<file path="src/rtl/pearson_pkg.sv">
// Shared types and constants for the Pearson hash message feeder.
package pearson_pkg;

  typedef enum logic [0:0] {
    FILL  = 1'b0,
    DRAIN = 1'b1
  } feeder_state_e;

  localparam int PEARSON_DW = 8;

  // Width needed to hold a length in 0..depth inclusive.
  function automatic int len_width(input int depth);
    return $clog2(depth + 1);
  endfunction

endpackage

</file>
<file path="src/rtl/pearson_msg_feeder_if.sv">
// Source byte stream and hash-core beat stream of the message feeder.
interface pearson_msg_feeder_if
  import pearson_pkg::*;
#(
  parameter int DW = PEARSON_DW
);

  logic [DW-1:0] in_data_i;
  logic          in_valid_i;
  logic          in_last_i;
  logic          in_ready_o;
  logic [DW-1:0] hc_data_o;
  logic          hc_valid_o;
  logic          hc_first_o;
  logic          hc_last_o;
  logic          hc_ready_i;

  modport master (
    output in_data_i, in_valid_i, in_last_i, hc_ready_i,
    input  in_ready_o, hc_data_o, hc_valid_o, hc_first_o, hc_last_o
  );

  modport slave (
    input  in_data_i, in_valid_i, in_last_i, hc_ready_i,
    output in_ready_o, hc_data_o, hc_valid_o, hc_first_o, hc_last_o
  );

endinterface

</file>
<file path="src/rtl/pearson_msg_buf.sv">
// Message storage: register array with synchronous write and combinational read.
module pearson_msg_buf #(
  parameter int DEPTH = 16,
  parameter int DW    = 8,
  parameter int AW    = $clog2(DEPTH)
) (
  input  logic          clk,
  input  logic          we_i,
  input  logic [AW-1:0] waddr_i,
  input  logic [DW-1:0] wdata_i,
  input  logic [AW-1:0] raddr_i,
  output logic [DW-1:0] rdata_o
);

  logic [DW-1:0] mem [DEPTH];

  // Storage is deliberately left unreset; contents are only read after being written.
  always_ff @(posedge clk) begin
    if (we_i) begin
      mem[waddr_i] <= wdata_i;
    end
  end

  assign rdata_o = mem[raddr_i];

endmodule

</file>
<file path="src/rtl/pearson_msg_feeder.sv">
// Buffers one message from a byte stream and replays it to the Pearson hash core
// one byte per accepted beat, tagged with first/last flags.
module pearson_msg_feeder
  import pearson_pkg::*;
#(
  parameter int DEPTH = 16,
  parameter int DW    = PEARSON_DW
) (
  input  logic                         clk,
  input  logic                         reset,
  pearson_msg_feeder_if.slave          bus,
  output logic [len_width(DEPTH)-1:0]  msg_len_o,
  output logic                         overflow_o,
  output logic                         busy_o
);

  localparam int AW = $clog2(DEPTH);
  localparam int LW = len_width(DEPTH);

  feeder_state_e state_q, state_d;
  logic [AW-1:0] wr_ptr_q, wr_ptr_d;
  logic [AW-1:0] rd_ptr_q, rd_ptr_d;
  logic [LW-1:0] msg_len_q, msg_len_d;
  logic          overflow_q, overflow_d;

  logic          is_drain;
  logic          in_fire;
  logic          hc_fire;
  logic          last_beat;
  logic [DW-1:0] buf_rdata;

  assign is_drain  = (state_q == DRAIN);
  assign in_fire   = bus.in_valid_i & ~is_drain;
  assign hc_fire   = is_drain & bus.hc_ready_i;
  assign last_beat = is_drain & (LW'(rd_ptr_q) == (msg_len_q - LW'(1)));

  pearson_msg_buf #(
    .DEPTH (DEPTH),
    .DW    (DW),
    .AW    (AW)
  ) u_buf (
    .clk     (clk),
    .we_i    (in_fire),
    .waddr_i (wr_ptr_q),
    .wdata_i (bus.in_data_i),
    .raddr_i (rd_ptr_q),
    .rdata_o (buf_rdata)
  );

  // State, pointer, length and overflow registers.
  always_ff @(posedge clk or posedge reset) begin
    if (reset) begin
      state_q    <= FILL;
      wr_ptr_q   <= '0;
      rd_ptr_q   <= '0;
      msg_len_q  <= '0;
      overflow_q <= 1'b0;
    end else begin
      state_q    <= state_d;
      wr_ptr_q   <= wr_ptr_d;
      rd_ptr_q   <= rd_ptr_d;
      msg_len_q  <= msg_len_d;
      overflow_q <= overflow_d;
    end
  end

  // Next-state logic: a full buffer without a last flag is closed as a truncated message.
  always_comb begin
    state_d    = state_q;
    wr_ptr_d   = wr_ptr_q;
    rd_ptr_d   = rd_ptr_q;
    msg_len_d  = msg_len_q;
    overflow_d = overflow_q;
    case (state_q)
      FILL: begin
        if (in_fire) begin
          wr_ptr_d = wr_ptr_q + AW'(1);
          if (wr_ptr_q == '0) begin
            overflow_d = 1'b0;
          end else begin
            overflow_d = overflow_q;
          end
          if (bus.in_last_i) begin
            msg_len_d = LW'(wr_ptr_q) + LW'(1);
            state_d   = DRAIN;
          end else if (wr_ptr_q == AW'(DEPTH - 1)) begin
            msg_len_d  = LW'(DEPTH);
            overflow_d = 1'b1;
            state_d    = DRAIN;
          end else begin
            state_d = FILL;
          end
        end else begin
          state_d = FILL;
        end
      end
      DRAIN: begin
        if (hc_fire && last_beat) begin
          wr_ptr_d = '0;
          rd_ptr_d = '0;
          state_d  = FILL;
        end else if (hc_fire) begin
          rd_ptr_d = rd_ptr_q + AW'(1);
        end else begin
          state_d = DRAIN;
        end
      end
      default: begin
        state_d = FILL;
      end
    endcase
  end

  assign bus.in_ready_o = ~is_drain;
  assign bus.hc_valid_o = is_drain;
  assign bus.hc_data_o  = is_drain ? buf_rdata : '0;
  assign bus.hc_first_o = is_drain & (rd_ptr_q == '0);
  assign bus.hc_last_o  = last_beat;
  assign busy_o         = is_drain;
  assign msg_len_o      = msg_len_q;
  assign overflow_o     = overflow_q;

endmodule

</file>
<file path="src/flat_wrapper.sv">
// flat-port wrapper written by rule: the top's interface ports become plain ports
module pearson_msg_feeder_flat import pearson_pkg::*;
#(
  parameter int DEPTH = 16,
  parameter int DW    = PEARSON_DW
)
  (clk, reset, msg_len_o, overflow_o, busy_o, bus_in_data_i, bus_in_valid_i, bus_in_last_i, bus_hc_ready_i, bus_in_ready_o, bus_hc_data_o, bus_hc_valid_o, bus_hc_first_o, bus_hc_last_o);
  pearson_msg_feeder_if #(.DW(DW)) bus_i ();
  input  logic clk;
  input  logic reset;
  output logic [len_width(DEPTH)-1:0] msg_len_o;
  output logic overflow_o;
  output logic busy_o;
  input wire logic [$bits(bus_i.in_data_i)-1:0] bus_in_data_i;
  input wire logic [$bits(bus_i.in_valid_i)-1:0] bus_in_valid_i;
  input wire logic [$bits(bus_i.in_last_i)-1:0] bus_in_last_i;
  input wire logic [$bits(bus_i.hc_ready_i)-1:0] bus_hc_ready_i;
  output wire logic [$bits(bus_i.in_ready_o)-1:0] bus_in_ready_o;
  output wire logic [$bits(bus_i.hc_data_o)-1:0] bus_hc_data_o;
  output wire logic [$bits(bus_i.hc_valid_o)-1:0] bus_hc_valid_o;
  output wire logic [$bits(bus_i.hc_first_o)-1:0] bus_hc_first_o;
  output wire logic [$bits(bus_i.hc_last_o)-1:0] bus_hc_last_o;
  assign bus_i.in_data_i = bus_in_data_i;
  assign bus_i.in_valid_i = bus_in_valid_i;
  assign bus_i.in_last_i = bus_in_last_i;
  assign bus_i.hc_ready_i = bus_hc_ready_i;
  assign bus_in_ready_o = bus_i.in_ready_o;
  assign bus_hc_data_o = bus_i.hc_data_o;
  assign bus_hc_valid_o = bus_i.hc_valid_o;
  assign bus_hc_first_o = bus_i.hc_first_o;
  assign bus_hc_last_o = bus_i.hc_last_o;
  pearson_msg_feeder #(.DEPTH(DEPTH), .DW(DW)) u_core (.clk(clk), .reset(reset), .bus(bus_i), .msg_len_o(msg_len_o), .overflow_o(overflow_o), .busy_o(busy_o));
endmodule
</file>
<file path="config.mk">
export PLATFORM = sky130hd
export DESIGN_NAME = pearson_msg_feeder_flat
export DESIGN_NICKNAME = d
export VERILOG_FILES = /design/src/rtl/pearson_pkg.sv /design/src/rtl/pearson_msg_feeder_if.sv /design/src/rtl/pearson_msg_buf.sv /design/src/rtl/pearson_msg_feeder.sv /design/src/flat_wrapper.sv
export SDC_FILE = /design/constraint.sdc
export NUM_CORES = 1
export LEC_CHECK = 0
export CAP_MARGIN = 40
export CORE_MARGIN = 2
export CORE_UTILIZATION = 45
export CTS_BUF_LIST = sky130_fd_sc_hd__clkbuf_4 sky130_fd_sc_hd__clkbuf_8 sky130_fd_sc_hd__clkbuf_16
export CTS_CLUSTER_SIZE = 25
export DETAILED_ROUTE_END_ITERATION = 6
export SYNTH_ARGS = -nofsm -noshare
export SYNTH_HDL_FRONTEND = slang
export SYNTH_SLANG_ARGS = --single-unit
</file>
<file path="constraint.sdc">
create_clock -name clk -period 2.3 [get_ports clk]
set_clock_uncertainty 0.1 [all_clocks]
set_input_delay 0.46 -clock clk [delete_from_list [all_inputs] [get_ports clk]]
set_output_delay 0.46 -clock clk [all_outputs]
set_load 0.1 [all_outputs]
</file>
==> metrics <==
detailed placement HPWL approximately 8.6 mm; Tot GR Track Use between 10% and 20%; gr busiest metal met2; nets 450; chip width 119.2 microns; Cell Count, Final, Fillers Out 619; PwrDens between 1000 and 1500 nW/um^2; area leader, netlist edfxtp_1; Die Footprint ~14000 sq um; most common cell after layout, fill and taps aside edfxtp_1; Leakage 2.716 nW; Core Rows 42; syn nets 376; DRC Markers 0; CTS tree built; Startpoint Class flop; post-synthesis cell area ~6000 sq um; post-route ant nets 0; min-delay worst type in -> async; Slew Viols, Final 0; Yosys warnings 0; RSZ-0062 raised after global routing yes; cts bufs inserted 17; htree depth 4; asr flop ratio synth about a tenth; worst vdd ir around 0.00077 V; Seq/Total Area, Yosys a little over 70%; share of cells above drive strength 1 30.25%; GPL Wtd Cong 0.8019; initial antenna violation count 0; Syn Inst Count between 300 and 400; critical path arrival roughly 2.1 ns; met2 Resource Use GR 31.43%; commonest non-fill, non-tap cells in the layout 128 x edfxtp_1, 39 x nand2_1, 32 x buf_4, 31 x buf_12, 24 x mux4_2; Crit Path Class reg -> out; Max Clock Freq 0.3701 GHz; failing checks negative setup slack; CP max FO 26; clock-pin slew on the worst setup and hold paths 0.06 ns; critical path endpoint category output port; Max Cap Viol 0; Chip Height ~120 microns; count of final hold-check violations 0; measured slew at the worst slew-check pin a little over 0.7 ns; min Tclk post-route 2.702 ns; PortBufs 31; status finished with violations; ant diodes 0; TritonCTS Sinks about 140; Worst slew margin around 53%; Final setup viols 10; largest net degree at the start of global routing 27; Synth Register Bits roughly 140; Core Region approximately 13000 sq um; count of different cell masters after synthesis 37; vias in the first global route around 3500; initial core utilization between 40% and 50%; drt pass-1 iters 4; ranking of synthesized cells by area edfxtp_1 64%, mux4_2 9.1%, dfrtp_1 6.3%, mux2i_1 2.7%, nand2_1 2.5%; # hold bufs at CTS 0; Min Hold Slack approximately 0.32 ns; Clk Latency, worst-skew pair roughly 0.4 ns; Tcrit/Tclk final 117.5%; PnR worst setup slack -0.4018 ns; first-pass GRT wire length a little over 20 mm; Core Util, Final about three fifths; top-area cell type share of the netlist area approximately 64%; placed cells between 500 and 600; drt initial violations 254; Mapped Avg Cell Area approximately 17 sq um; Clock Tree Buf Depth 2; met1 GRT Util between 20% and 30%; Clock Tree Root clkbuf_16; I/O pin count 32; Critical Path RT 1.74 ns; Wirelength per Cell between 20 and 25 microns; met3 GRT Util ~4.5%; Vias about 3300; area grow syn2layout 29.63%; grt total ovfl 0; Routed WL roughly 13 mm; main flop type after synthesis edfxtp_1; vias per cell 5.384; EDFF count, synth 128
-- final timing paths --
path | start | endpoint | slack, ns | cells past startpoint
max in group asynchronous | reset | u_core.msg_len_o[0] | 1.33 | 2
hold reg to reg | u_core.msg_len_o[4] | u_core.msg_len_o[4] | 0.43 | 2
hold / removal | reset | u_core.wr_ptr_q[0] | 0.32 | 2
setup / recovery | u_core.rd_ptr_q[0] | bus_hc_data_o[6] | -0.40 | 5
setup reg to reg | u_core.msg_len_o[0] | u_core.rd_ptr_q[2] | 0.10 | 12
min in group clk | u_core.msg_len_o[4] | u_core.msg_len_o[4] | 0.43 | 2
-- where the power goes --
| group | switching, mW | internal, mW |
|---|---|---|
| logic | 2.83 | 1.88 |
| registers | 0.234 | 3.03 |
| clock network | 0.987 | 1.82 |
| total | 4.05 | 6.74 |
-- through the flow --
stage	power, mW	setup TNS [ns]	cell area [sq um]	setup slack (ns)
2_1_floorplan	6.341	-8.028	6028	-0.9379
3_3_place_gp	7.696	0	6993	0.02196
3_5_place_dp	7.738	-0.02447	6993	-0.02447
4_1_cts	10.80	-3.536	7710	-0.4445
5_1_grt	11.24	-4.175	7740	-0.4808
6_report	10.79	-3.336	7740	-0.4018
-- kinds of logic (layout without fill, tap and decap cells) --
group	Yosys count	count (layout)	share of synthesized area (%)
and+or+nand+nor	90	90	7.607
DFF	143	143	70.66
buffers and inverters	30	117	2.640
AOI/OAI and AO/OA	36	36	4.170
xor gates and xnor gates	10	10	1.718
muxes	40	40	11.74
adders and majority gates	7	7	1.467
-- synthesized netlist by cell type (3+ instances only) --
master    count
a32oi_1       9
nor3_1        3
dfrtp_1      15
ha_1          7
buf_1         4
and2_1       19
o211ai_1      9
xnor2_1       6
edfxtp_1    128
mux2i_1      16
buf_4         3
nand2_1      39
a21oi_1       6
o21ai_1       5
nand4_1       8
inv_1         7
buf_2         3
and3_1        4
clkbuf_1      6
buf_6         4
nor2_1        6
inv_2         3
xor2_1        3
mux4_2       24
-- repair_timing --
item                                    CTS  global route
pin swaps                                 2             0
resized for setup                        10             1
endpoints found under the setup margin   10            11
buffers inserted                         10             4
-- state kept, by name (all words and copies together), names as in the netlist --
| name | count |
|---|---|
| u_core.overflow_o | 1 |
| u_core.wr_ptr_q | 4 |
| u_core.u_buf.mem | 128 |
| u_core.bus.hc_valid_o | 1 |
| u_core.msg_len_o | 5 |
| u_core.rd_ptr_q | 4 |
-- final cells by class --
cell class | instances | area (sq um)
Inverter | 10 | 50.05
Tap cell | 176 | 220.2
Clock inverter | 13 | 168.9
Clock buffer | 19 | 440.4
Timing Repair Buffer | 75 | 980.9
Multi-Input combinational cell | 183 | 1647
Fill cell | 1011 | 5345
Sequential cell | 143 | 4233
-- routing by layer --
| layer | routed length (microns) | vias to the layer above |
|---|---|---|
| met3 | 692 | 6 |
| met1 | 5532 | 1722 |
| li1 | - | 1529 |
| met4 | 80 | 0 |
| met2 | 6713 | 76 |
| met5 | 0 | - |
-- critical path: stages, from the launching register on --
cell and delay (ns):
dfrtp_2 0.41, buf_12 0.23, mux4_2 0.51, a32oi_1 0.17, o211ai_1 0.19, buf_12 0.21
Note: power is estimated with default switching activity, not from simulation.
